`config.mk`:
```
export PLATFORM = sky130hd
export DESIGN_NAME = memory_arbiter
export DESIGN_NICKNAME = d
export VERILOG_FILES = /design/src/rtl/memory_arbiter.sv
export SDC_FILE = /design/constraint.sdc
export NUM_CORES = 1
export LEC_CHECK = 0
export BUFFER_PORTS_ARGS = -buffer_cell sky130_fd_sc_hd__buf_2
export CORE_AREA = 2 2 107 109
export CTS_BUF_LIST = sky130_fd_sc_hd__clkbuf_4
export CTS_CLUSTER_DIAMETER = 30
export DETAILED_ROUTE_END_ITERATION = 8
export DIE_AREA = 0 0 109 111
export GPL_ROUTABILITY_DRIVEN = 1
export GPL_TIMING_DRIVEN = 0
export PLACE_DENSITY_LB_ADDON = 0.2
export SLEW_MARGIN = 20
export SYNTH_ARGS = -nofsm -noshare
export SYNTH_HDL_FRONTEND = slang
export SYNTH_SLANG_ARGS = --single-unit
export TNS_END_PERCENT = 10
```
`constraint.sdc`:
```
create_clock -name clk -period 1.75 [get_ports clk]
set_clock_uncertainty 0.15 [all_clocks]
set_input_delay 0.35 -clock clk [delete_from_list [all_inputs] [get_ports clk]]
set_output_delay 0.35 -clock clk [all_outputs]
set_load 0.01 [all_outputs]
```
`src/rtl/memory_arbiter.sv`:
```
// Two-requester (fetch / data) arbiter onto a single memory port, one transaction in flight, with watchdog abort.
// Define MEM_ARBITER_RR_EN for round-robin tie-breaking; default is fixed priority (data beats fetch).
module memory_arbiter #(
  parameter int unsigned WATCHDOG_CYCLES = 255
) (
  input  logic        clk,
  input  logic        rst_n,
  input  logic        if_req,
  input  logic [31:0] if_addr,
  output logic        if_gnt,
  output logic        if_rvalid,
  output logic [31:0] if_rdata,
  input  logic        dm_req,
  input  logic [31:0] dm_addr,
  input  logic        dm_we,
  input  logic [1:0]  dm_mask,
  input  logic [31:0] dm_wdata,
  output logic        dm_gnt,
  output logic        dm_rvalid,
  output logic [31:0] dm_rdata,
  output logic        mem_req,
  output logic [31:0] mem_addr,
  output logic        mem_we,
  output logic [1:0]  mem_mask,
  output logic [31:0] mem_wdata,
  input  logic        mem_ready,
  input  logic        mem_rvalid,
  input  logic [31:0] mem_rdata,
  output logic        timeout
);

  typedef enum logic [1:0] {MEM_BYTE, MEM_HALF, MEM_WORD} memory_mask_t;
  typedef enum logic [1:0] {IDLE, WAIT_ACCEPT, WAIT_RESP} state_e;
  typedef enum logic {OWN_IF, OWN_DM} owner_e;

  localparam int unsigned WD_W = $clog2(WATCHDOG_CYCLES + 1);

  state_e            state_q, state_d;
  owner_e            owner_q, owner_d;
  logic [31:0]       addr_q, addr_d;
  logic              we_q, we_d;
  logic [1:0]        mask_q, mask_d;
  logic [31:0]       wdata_q, wdata_d;
  logic [WD_W-1:0]   wdog_q, wdog_d;
  logic              expire;
  logic              pick_dm;
  logic              resp_valid;
  logic [31:0]       resp_data;
`ifdef MEM_ARBITER_RR_EN
  owner_e            last_q, last_d;
`endif

  always_ff @(posedge clk or negedge rst_n) begin
    if (!rst_n) begin
      state_q <= IDLE;
      owner_q <= OWN_IF;
      addr_q  <= '0;
      we_q    <= 1'b0;
      mask_q  <= '0;
      wdata_q <= '0;
      wdog_q  <= '0;
`ifdef MEM_ARBITER_RR_EN
      last_q  <= OWN_IF;
`endif
    end else begin
      state_q <= state_d;
      owner_q <= owner_d;
      addr_q  <= addr_d;
      we_q    <= we_d;
      mask_q  <= mask_d;
      wdata_q <= wdata_d;
      wdog_q  <= wdog_d;
`ifdef MEM_ARBITER_RR_EN
      last_q  <= last_d;
`endif
    end
  end

  assign expire = (wdog_q == WD_W'(WATCHDOG_CYCLES));

  always_comb begin
`ifdef MEM_ARBITER_RR_EN
    pick_dm = dm_req && (!if_req || (last_q == OWN_IF));
`else
    pick_dm = dm_req;
`endif
  end

  always_comb begin
    state_d    = state_q;
    owner_d    = owner_q;
    addr_d     = addr_q;
    we_d       = we_q;
    mask_d     = mask_q;
    wdata_d    = wdata_q;
    wdog_d     = wdog_q;
`ifdef MEM_ARBITER_RR_EN
    last_d     = last_q;
`endif
    if_gnt     = 1'b0;
    dm_gnt     = 1'b0;
    mem_req    = 1'b0;
    timeout    = 1'b0;
    resp_valid = 1'b0;
    resp_data  = '0;
    unique case (state_q)
      IDLE: begin
        // gnt is combinational, so it must also be masked while reset is held
        if (rst_n && (if_req || dm_req)) begin
          if (pick_dm) begin
            dm_gnt  = 1'b1;
            owner_d = OWN_DM;
            addr_d  = dm_addr;
            we_d    = dm_we;
            mask_d  = dm_mask;
            wdata_d = dm_wdata;
          end else begin
            if_gnt  = 1'b1;
            owner_d = OWN_IF;
            addr_d  = if_addr;
            we_d    = 1'b0;
            mask_d  = MEM_WORD;
            wdata_d = '0;
          end
`ifdef MEM_ARBITER_RR_EN
          last_d  = owner_d;
`endif
          wdog_d  = '0;
          state_d = WAIT_ACCEPT;
        end
      end
      WAIT_ACCEPT: begin
        if (expire) begin
          timeout    = 1'b1;
          resp_valid = 1'b1;
          state_d    = IDLE;
        end else begin
          mem_req = 1'b1;
          wdog_d  = wdog_q + WD_W'(1);
          if (mem_ready) state_d = WAIT_RESP;
        end
      end
      WAIT_RESP: begin
        if (mem_rvalid) begin
          resp_valid = 1'b1;
          resp_data  = mem_rdata;
          state_d    = IDLE;
        end else if (expire) begin
          timeout    = 1'b1;
          resp_valid = 1'b1;
          state_d    = IDLE;
        end else begin
          wdog_d = wdog_q + WD_W'(1);
        end
      end
      default: state_d = IDLE;
    endcase
  end

  assign if_rvalid = resp_valid && (owner_q == OWN_IF);
  assign dm_rvalid = resp_valid && (owner_q == OWN_DM);
  assign if_rdata  = if_rvalid ? resp_data : '0;
  assign dm_rdata  = dm_rvalid ? resp_data : '0;

  assign mem_addr  = addr_q;
  assign mem_we    = we_q;
  assign mem_mask  = mask_q;
  assign mem_wdata = wdata_q;

endmodule
```
==> results of run 1 <==
[flip-flops by register name, indices dropped and copies added (netlist names)]
register,count
wdog_q,8
owner_q,1
mem_addr,32
state_q,2
mem_mask,2
mem_we,1
mem_wdata,32
[report_power, final]
part	switching (W)	total [W]	internal (W)
combinational	0.00211	0.00424	0.00213
sequential	0.000456	0.00303	0.00257
clock	0.000608	0.00102	0.000415
total	0.00318	0.00829	0.00511
[cells in the mapped netlist, types with 4 or more instances]
library cell	count	share of area, %
sky130_fd_sc_hd__nor3b_1	13	2.5
sky130_fd_sc_hd__dfrtp_1	78	50
sky130_fd_sc_hd__mux2i_1	19	4.8
sky130_fd_sc_hd__buf_4	4	0.76
sky130_fd_sc_hd__nand2_1	28	2.7
sky130_fd_sc_hd__ha_1	5	1.6
sky130_fd_sc_hd__nor2_1	8	0.76
sky130_fd_sc_hd__buf_2	13	1.7
sky130_fd_sc_hd__o21ai_0	23	2.9
sky130_fd_sc_hd__a221o_1	13	3.3
sky130_fd_sc_hd__and2_1	66	10
sky130_fd_sc_hd__a22o_1	34	7.6
sky130_fd_sc_hd__clkbuf_1	9	0.86
sky130_fd_sc_hd__inv_1	5	0.48
[logic make-up after synthesis]
kind of cell	after synthesis
buffers and inverters	34
muxes	20
adders and majority gates	5
AOI/OAI and AO/OA	95
and+or+nand+nor	135
DFF	78
[layout make-up]
class	instances	share of cell area, %
repair buffers	338	34.5
multi-input cells	255	29.5
flip-flops and latches	78	27.5
plain buffers	27	3.92
well taps	143	2.51
clock buffers	9	0.949
clock inverters	6	0.756
inverters	5	0.264
diodes	3	0.105
[through the flow]
| step | setup slack [ns] | std cells | hold slack [ns] | setup TNS [ns] | total power (W) |
|---|---|---|---|---|---|
| after floorplan | -0.0968 | 367 | -0.0956 | -5.92 | 0.00514 |
| after detailed placement | -0.771 | 783 | 0.217 | -60.78 | 0.00663 |
| after global placement | -1.56 | 782 | 0.308 | -154.55 | 0.00655 |
| after global routing | -0.889 | 864 | 0.0188 | -56.93 | 0.00887 |
| after CTS | -0.786 | 861 | 0.00372 | -50.40 | 0.00821 |
| final | -0.743 | 864 | 0.0459 | -44.48 | 0.00829 |
[critical path: stages, from the launching register on]
cell and delay [ns]:
sky130_fd_sc_hd__dfrtp_1 0.39, sky130_fd_sc_hd__inv_2 0.08, sky130_fd_sc_hd__ha_4 0.31, sky130_fd_sc_hd__nand2_4 0.06
sky130_fd_sc_hd__nor2_4 0.33, sky130_fd_sc_hd__buf_8 0.16, sky130_fd_sc_hd__and2_4 0.13, sky130_fd_sc_hd__buf_6 0.11
[worst paths after layout]
check	endpoint	from	cells after the start	slack, ns
worst max-delay path	dm_rdata[11]	state_q[0]	7	-0.74
worst max register to register	wdog_q[0]	state_q[0]	7	-0.18
worst min-delay path	mem_addr[26]	dm_addr[26]	2	0.05
min in group asynchronous	mem_addr[29]	rst_n	4	0.40
max in group asynchronous	mem_wdata[5]	rst_n	4	0.81
worst min register to register	mem_addr[8]	mem_addr[8]	2	0.34
[layer usage]
metal / share of wire [%] / global-route usage (%) / up-vias
met5: 0 / 0 / -
met4: 2.4 / 10.2 / 0
met3: 7.5 / 5.64 / 23
met2: 53 / 44.3 / 207
met1: 37 / 25.3 / 1943
li1: - / - / 2011
[repair_timing]
action	in CTS	in global routing
resized for setup	102	32
hold buffers	50	0
pin swaps	60	9
cloned	3	0
hold endpoints to repair	85	0
setup endpoints to repair	146	123
setup buffers	11	1
==> results.cfg, run 1 <==
[timing]
transition_at_the_pin_with_the_smallest_max_transition_slack_ns = 0.557
maxSlewHeadroom_pct = 62.9
grt_setup_unrepaired = true
clock.fmax_mhz = 401
min_period_over_period_pct = 142
timing_max_transition_violations_final = 0
setup_violations = 95
hold_viol = 0
post-route-worst-setup-slack_ns = -0.743
final.min_clock_period_ns = 2.49

[synth]
async_flop_share_pct = 100
avgSynthCellArea_um2 = 10.7
synth_nets = 509
simple_gate_fraction_of_synth_area_pct = 20.0
dominantRegCellSynth = sky130_fd_sc_hd__dfrtp_1
synthAdderAreaFrac_pct = 1.59
netlist_instances = 367
synth.cell_area_mm2 = 0.00394
sequential_to_total_area_share_from_yosys_stat_pct = 49.6
yosys_synthesis_warning_count = 0
ff_latch_count_synth = 78
synth.mux.area_fraction_pct = 5.12
synth_top_family_by_area = simple AND/OR/NAND/NOR gates
synth-edff-count = 0
synth_compound_area_share_pct = 19.1
synthDistinctLibCells = 44
synth_xor_xnor_area_share_pct = 0

[cts]
cts_max_level = 3
tritoncts = yes
clock-sinks = 78
clock_transition_at_path_regs_ns = 0.13
clk_latency_ns = 0.42
cts_root_buf = sky130_fd_sc_hd__clkbuf_4
tritoncts.num_buffers = 9
cts_max_path_buffers = 2

[worst_setup_path]
crit_path_start_kind = register
timing.critical_path.arrival_ns = 1.99
critical_path.max_fanout = 8
endpoint_kind = primary output
worstPathRequired_ns = 1.25
worst-setup-path-type = register to primary output

[status]
failed_checks = setup timing
outcome = finished with violations

[die]
boundaryPins = 274
dieWidth_um = 109
placeable_core_region_mm2 = 0.0111
initial_core_util_pct = 35.5
dieHeight_um = 111
die_area_mm2 = 0.0121
rows = 39

[cells_and_area]
finish.net_count = 856
combined_area_of_the_multi_input_logic_cells_mm2 = 0.00210
layout.cells.most_common = sky130_fd_sc_hd__buf_2
nFillCells = 859
layout.cell_area.non_filler_mm2 = 0.00712
register_area_mm2 = 0.00196
synthToLayoutAreaGrowth_pct = 80.9
post_route_cells_drive_above_1_share_pct = 58.8
layout.cells.most_common_list = sky130_fd_sc_hd__buf_2 (215), sky130_fd_sc_hd__dfrtp_1 (75), sky130_fd_sc_hd__buf_6 (72)
layout.core_utilization_pct = 64.3

[placed_design]
dpl-instance-area_mm2 = 0.00575
portBuffers = 272
detailed_place_hpwl_mm = 10.2
gp_congestion = 0.801

[grt]
grt_max_degree = 41
antenna_violations_before_repair = 3
global_route.usage.total_pct = 24.0
grt_first_pass_wirelength_mm = 22.3
vias_in_the_first_global_route = 4403
global_route.overflow_total = 0

[power]
power.ir.vdd_worst_mv = 0.694
pwr_density_cell_mw_per_mm2 = 1160
leak_pwr_nw = 3.70

[detailed_routing]
drt_drc_violations_left = 0
wirelength_mm = 14.7
final_antenna_net_count = 0
drt_iter0_drc = 200
drt_first_pass_iters = 4
routed-via-count = 4184
route.detailed.vias_per_inst = 4.84
wire_per_inst_um = 17.0

[min_path]
min_path_type = primary input to register

[flow_run]
max_cap_viol_count = 0
No activity file was read; power rests on OpenSTA's default activity.
==> run 2: changes to the inputs <==
--- a/config.mk
+++ b/config.mk
@@ -14,6 +14,7 @@
 export GPL_ROUTABILITY_DRIVEN = 1
 export GPL_TIMING_DRIVEN = 0
 export PLACE_DENSITY_LB_ADDON = 0.2
+export SETUP_SLACK_MARGIN = 0.05
 export SLEW_MARGIN = 20
 export SYNTH_ARGS = -nofsm -noshare
 export SYNTH_HDL_FRONTEND = slang
==> results.cfg, run 2 (same netlist as run 1, synthesis figures left out) <==
[detailed_routing]
wire_per_inst_um = 17.0
route.detailed.vias_per_inst = 4.92
drt_iter0_drc = 205
routed-via-count = 4224
drt_drc_violations_left = 0
drt_first_pass_iters = 4
final_antenna_net_count = 0
wirelength_mm = 14.6

[timing]
hold_viol = 40
transition_at_the_pin_with_the_smallest_max_transition_slack_ns = 0.568
clock.fmax_mhz = 401
setup_violations = 98
maxSlewHeadroom_pct = 62.1
grt_setup_unrepaired = true
final.min_clock_period_ns = 2.49
timing.hold.ws_ns = -0.331
timing_max_transition_violations_final = 0
post-route-worst-setup-slack_ns = -0.743
min_period_over_period_pct = 142
fin_setup_tns_ns = -44.48

[cells_and_area]
layout.cells.most_common = sky130_fd_sc_hd__buf_2
register_area_mm2 = 0.00196
layout.core_utilization_pct = 63.7
synthToLayoutAreaGrowth_pct = 79.2
finish.net_count = 851
nFillCells = 867
layout.cells.most_common_list = sky130_fd_sc_hd__buf_2 (215), sky130_fd_sc_hd__dfrtp_1 (75), sky130_fd_sc_hd__buf_6 (72)
post_route_cells_drive_above_1_share_pct = 59.0
combined_area_of_the_multi_input_logic_cells_mm2 = 0.00211
layoutNonFillerInstCount = 859

[worst_setup_path]
crit_chain = inv_2 -> ha_4 -> nand2_4 -> nor2_4 -> buf_8 -> and2_4 -> buf_6
rr_worst_depth = 7
crit_family = simple AND/OR/NAND/NOR gates
capturing_point_of_the_worst_reg2reg_path = wdog_q[0]
critical_path_cell_count = 7
regToRegSetupSlack_ns = -0.18
critical_path.max_fanout = 8
worstPathRequired_ns = 1.25
timing.critical_path.arrival_ns = 1.99
crit_path_top_delay_cell = sky130_fd_sc_hd__dfrtp_1
crit_path_start_kind = register
worst-setup-path-type = register to primary output
regToRegStartpoint = state_q[0]
endpoint_kind = primary output
slowest_delay_ns = 0.39
path_buf_inv = 3

[cts]
clk_latency_ns = 0.41
cts_root_buf = sky130_fd_sc_hd__clkbuf_4
tritoncts = yes
cts_max_level = 3
clock-sinks = 78
clock_transition_at_path_regs_ns = 0.12
cts-hold-fix-buffers = 45
tritoncts.num_buffers = 9
cts_max_path_buffers = 2

[status]
failed_checks = hold timing, setup timing
outcome = finished with violations

[power]
leak_pwr_nw = 3.67
total_power_w = 0.00829
power.ir.vdd_worst_mv = 0.714
pwr_density_cell_mw_per_mm2 = 1180

[grt]
grt_first_pass_wirelength_mm = 22.3
global_route.overflow_total = 0
vias_in_the_first_global_route = 4370
grt_max_degree = 42
antenna_violations_before_repair = 3
global_route.usage.total_pct = 23.9

[die]
initial_core_util_pct = 35.5
placeable_core_region_mm2 = 0.0111
dieHeight_um = 111
rows = 39
boundaryPins = 274
dieWidth_um = 109
die_area_mm2 = 0.0121

[placed_design]
post_place_cells = 783
portBuffers = 272
detailed_place_hpwl_mm = 10.2
dpl_worst_slack_ns = -0.771
gp_congestion = 0.801

[flow_run]
max_cap_viol_count = 0

[min_path]
min_path_type = primary input to async pin
## run 2: cell types whose count changed in the layout (fill, tap and decap cells not counted), sizes merged
| cell | change |
|---|---|
| dlygate4sd3 | -2 |
| buf | -3 |
## run 2: worst max path at each step
| stage | from | end |
|---|---|---|
| global placement | rst_n | if_gnt |
| CTS | state_q[1] | dm_rdata[11] |
| floorplan | state_q[1] | if_rdata[10] |
| detailed placement | rst_n | dm_gnt |
| global route | state_q[0] | dm_rdata[11] |
| finish | state_q[0] | dm_rdata[11] |
## run 2: layer usage
layer | track usage (%) | part of all wire [%]
met5 | 0 | 0
met4 | 10.8 | 2.8
met3 | 5.70 | 8.3
met2 | 43.9 | 53
met1 | 25.2 | 36
## run 2: cell type report
| class | instances | area share, % |
|---|---|---|
| diodes | 3 | 0.106 |
| multi-input cells | 255 | 29.9 |
| flip-flops and latches | 78 | 27.7 |
| clock inverters | 6 | 0.763 |
| well taps | 143 | 2.54 |
| inverters | 5 | 0.266 |
| repair buffers | 333 | 33.7 |
| clock buffers | 9 | 0.958 |
| plain buffers | 27 | 4.06 |
## run 2: stage by stage
stage	instance area (µm²)	hold WS, ns
finish	7050	-0.331
floorplan	4180	-0.0956
CTS	6950	-0.360
global route	7050	-0.351
global placement	5720	0.308
detailed placement	5750	0.217
## run 2: worst register-to-register path: stages (launching register included)
cell and delay [ns]:
sky130_fd_sc_hd__dfrtp_1 0.39, sky130_fd_sc_hd__inv_2 0.08, sky130_fd_sc_hd__ha_4 0.31, sky130_fd_sc_hd__buf_4 0.16, sky130_fd_sc_hd__inv_1 0.13, sky130_fd_sc_hd__nor3_4 0.24, sky130_fd_sc_hd__nor2_2 0.06, sky130_fd_sc_hd__mux2_1 0.31
## run 2: where the power goes
part | total (W) | switching, W | leakage, nW | internal (W)
registers | 0.00303 | 0.000456 | 0.987 | 0.00257
logic | 0.00424 | 0.00212 | 2.61 | 0.00212
clock network | 0.00102 | 0.000606 | 0.0728 | 0.000415
total | 0.00829 | 0.00318 | 3.67 | 0.00511
## run 2: timing repair
| action | 4_1_cts | 5_1_grt |
|---|---|---|
| hold endpoints to repair | 85 | 40 |
| cloned | 3 | 0 |
| pin swaps | 60 | 16 |
| setup buffers | 11 | 1 |
| resized for setup | 102 | 37 |
| setup endpoints to repair | 147 | 135 |
==> run 3: changes to the inputs <==
--- a/config.mk
+++ b/config.mk
@@ -6,11 +6,11 @@
 export NUM_CORES = 1
 export LEC_CHECK = 0
 export BUFFER_PORTS_ARGS = -buffer_cell sky130_fd_sc_hd__buf_2
-export CORE_AREA = 2 2 107 109
+export CORE_AREA = 2 2 105 107
 export CTS_BUF_LIST = sky130_fd_sc_hd__clkbuf_4
 export CTS_CLUSTER_DIAMETER = 30
 export DETAILED_ROUTE_END_ITERATION = 8
-export DIE_AREA = 0 0 109 111
+export DIE_AREA = 0 0 107 109
 export GPL_ROUTABILITY_DRIVEN = 1
 export GPL_TIMING_DRIVEN = 0
 export PLACE_DENSITY_LB_ADDON = 0.2
@@ -19,4 +19,4 @@
 export SYNTH_ARGS = -nofsm -noshare
 export SYNTH_HDL_FRONTEND = slang
 export SYNTH_SLANG_ARGS = --single-unit
-export TNS_END_PERCENT = 10
+export TNS_END_PERCENT = 100
==> constraint.sdc (replaced) <==
create_clock -name clk -period 2.8 [get_ports clk]
set_clock_uncertainty 0.15 [all_clocks]
set_input_delay 0.56 -clock clk [delete_from_list [all_inputs] [get_ports clk]]
set_output_delay 0.56 -clock clk [all_outputs]
set_load 0.01 [all_outputs]
==> results.cfg, run 3 (same netlist as run 1, synthesis figures left out) <==
[cts]
tritoncts.num_buffers = 9
cts_max_path_buffers = 2
cts_root_buf = sky130_fd_sc_hd__clkbuf_4
clk_latency_ns = 0.41
clock_transition_at_path_regs_ns = 0.12
cts_max_level = 3
clock-sinks = 78
tritoncts = yes

[grt]
vias_in_the_first_global_route = 3841
global_route.usage.total_pct = 21.6
global_route.overflow_total = 0
antenna_violations_before_repair = 1
grt_first_pass_wirelength_mm = 19.6
grt_max_degree = 46

[timing]
final.min_clock_period_ns = 2.68
grt_setup_unrepaired = true
timing_max_transition_violations_final = 0
transition_at_the_pin_with_the_smallest_max_transition_slack_ns = 0.466
hold_viol = 0
setup_violations = 0
maxSlewHeadroom_pct = 69.0
clock.fmax_mhz = 373
min_period_over_period_pct = 95.9

[power]
p_int_w = 0.00308
power.switching_w = 0.00187
comb_power_share_pct = 47.5
pwr_density_cell_mw_per_mm2 = 826
seq_power_share_pct = 37.6
clock_power_share_pct = 15.0
total_power_w = 0.00496
switching_share_pct = 37.8
leak_pwr_nw = 3.35
power.ir.vdd_worst_mv = 0.361

[die]
rows = 38
die_area_mm2 = 0.0117
initial_core_util_pct = 37.1
boundaryPins = 274
placeable_core_region_mm2 = 0.0106
dieHeight_um = 109
dieWidth_um = 107

[cells_and_area]
layout.cells.most_common_list = sky130_fd_sc_hd__buf_2 (271), sky130_fd_sc_hd__dfrtp_1 (78), sky130_fd_sc_hd__and2_1 (54)
finish.net_count = 805
nFillCells = 959
layoutNonFillerInstCount = 808
layout.cells.most_common = sky130_fd_sc_hd__buf_2
post_route_cells_drive_above_1_share_pct = 53.4
synthToLayoutAreaGrowth_pct = 52.5

[detailed_routing]
routed-via-count = 4012
wire_per_inst_um = 16.6
drt_first_pass_iters = 4
route.detailed.vias_per_inst = 4.97
wirelength_mm = 13.4
final_antenna_net_count = 0
drt_iter0_drc = 212
drt_drc_violations_left = 0

[worst_setup_path]
worstPathRequired_ns = 2.09
crit_path_start_kind = register
critical_path.max_fanout = 8
regToRegSetupSlack_ns = 0.76
timing.critical_path.arrival_ns = 1.97
endpoint_kind = primary output
worst-setup-path-type = register to primary output

[placed_design]
portBuffers = 272
gp_congestion = 0.847
post_place_cells = 780
detailed_place_hpwl_mm = 10.2

[flow_run]
max_cap_viol_count = 0

[status]
outcome = completed

[min_path]
min_path_type = primary input to register
run 3: path summary, 6_finish.rpt:
path                                  to  depth (start not counted)         start
max                         dm_rdata[14]                          8    state_q[0]
min                        mem_wdata[26]                          2  dm_wdata[26]
max reg2reg                    wdog_q[7]                          9    state_q[0]
min reg2reg                 mem_addr[14]                          2  mem_addr[14]
max in group asynchronous   mem_wdata[8]                          3         rst_n
min in group asynchronous  mem_wdata[26]                          3         rst_n
run 3: stage by stage:
step / setup TNS (ns) / util (%) / cell area, µm² / setup slack [ns] / hold WS [ns]
2_1_floorplan: 0 / - / 3940 / 0.605 / 0.114
3_3_place_gp: -34.13 / 51.6 / 5470 / -0.897 / 0.309
3_5_place_dp: 0 / 51.9 / 5500 / 0.107 / 0.315
4_1_cts: 0 / 54.0 / 5720 / 0.0120 / 0.000627
5_1_grt: 0 / 56.6 / 6000 / 0.00774 / 0.173
6_report: 0 / 56.6 / 6000 / 0.116 / 0.209
run 3: critical path, cell delays in order (launching register included):
cell                      delay [ns]
sky130_fd_sc_hd__dfrtp_1        0.39
sky130_fd_sc_hd__inv_2          0.07
sky130_fd_sc_hd__ha_4           0.26
sky130_fd_sc_hd__buf_6          0.11
sky130_fd_sc_hd__nand2_4        0.05
sky130_fd_sc_hd__nor2_4         0.27
sky130_fd_sc_hd__buf_6          0.17
sky130_fd_sc_hd__and2_4         0.15
sky130_fd_sc_hd__buf_6          0.10
run 3: final cells by class:
class	instances	area [µm²]	area share, %
multi-input cells	255	1900	31.7
clock buffers	10	75.1	1.25
repair buffers	286	1590	26.5
inverters	5	18.8	0.313
clock inverters	5	75.1	1.25
flip-flops and latches	78	1950	32.5
well taps	140	175	2.92
plain buffers	28	210	3.50
diodes	1	2.50	0.0417
run 3: power by group through the flow:
| stage | Clock (W) | Combinational, W | Sequential [W] |
|---|---|---|---|
| global route | 0.000829 | 0.00258 | 0.00192 |
| global placement | 0 | 0.00209 | 0.00186 |
| floorplan | 0 | 0.000990 | 0.00209 |
| finish | 0.000741 | 0.00235 | 0.00186 |
| detailed placement | 0 | 0.00213 | 0.00189 |
| CTS | 0.000760 | 0.00220 | 0.00186 |
run 3: repair_timing:
item	4_1_cts	5_1_grt
pin swaps	0	4
setup buffers	2	4
endpoints found under the hold margin	33	9
hold buffers	1	2
setup endpoints to repair	64	64
resized for setup	17	55
gates cloned	0	4
run 3: per-layer routing:
metal | GRT usage, % | vias up | part of all wire (%)
met5 | 0 | - | 0
met4 | 7.70 | 0 | 1.6
met3 | 4.78 | 14 | 7.4
li1 | - | 1914 | -
met1 | 24.5 | 1894 | 38
met2 | 40.0 | 190 | 53
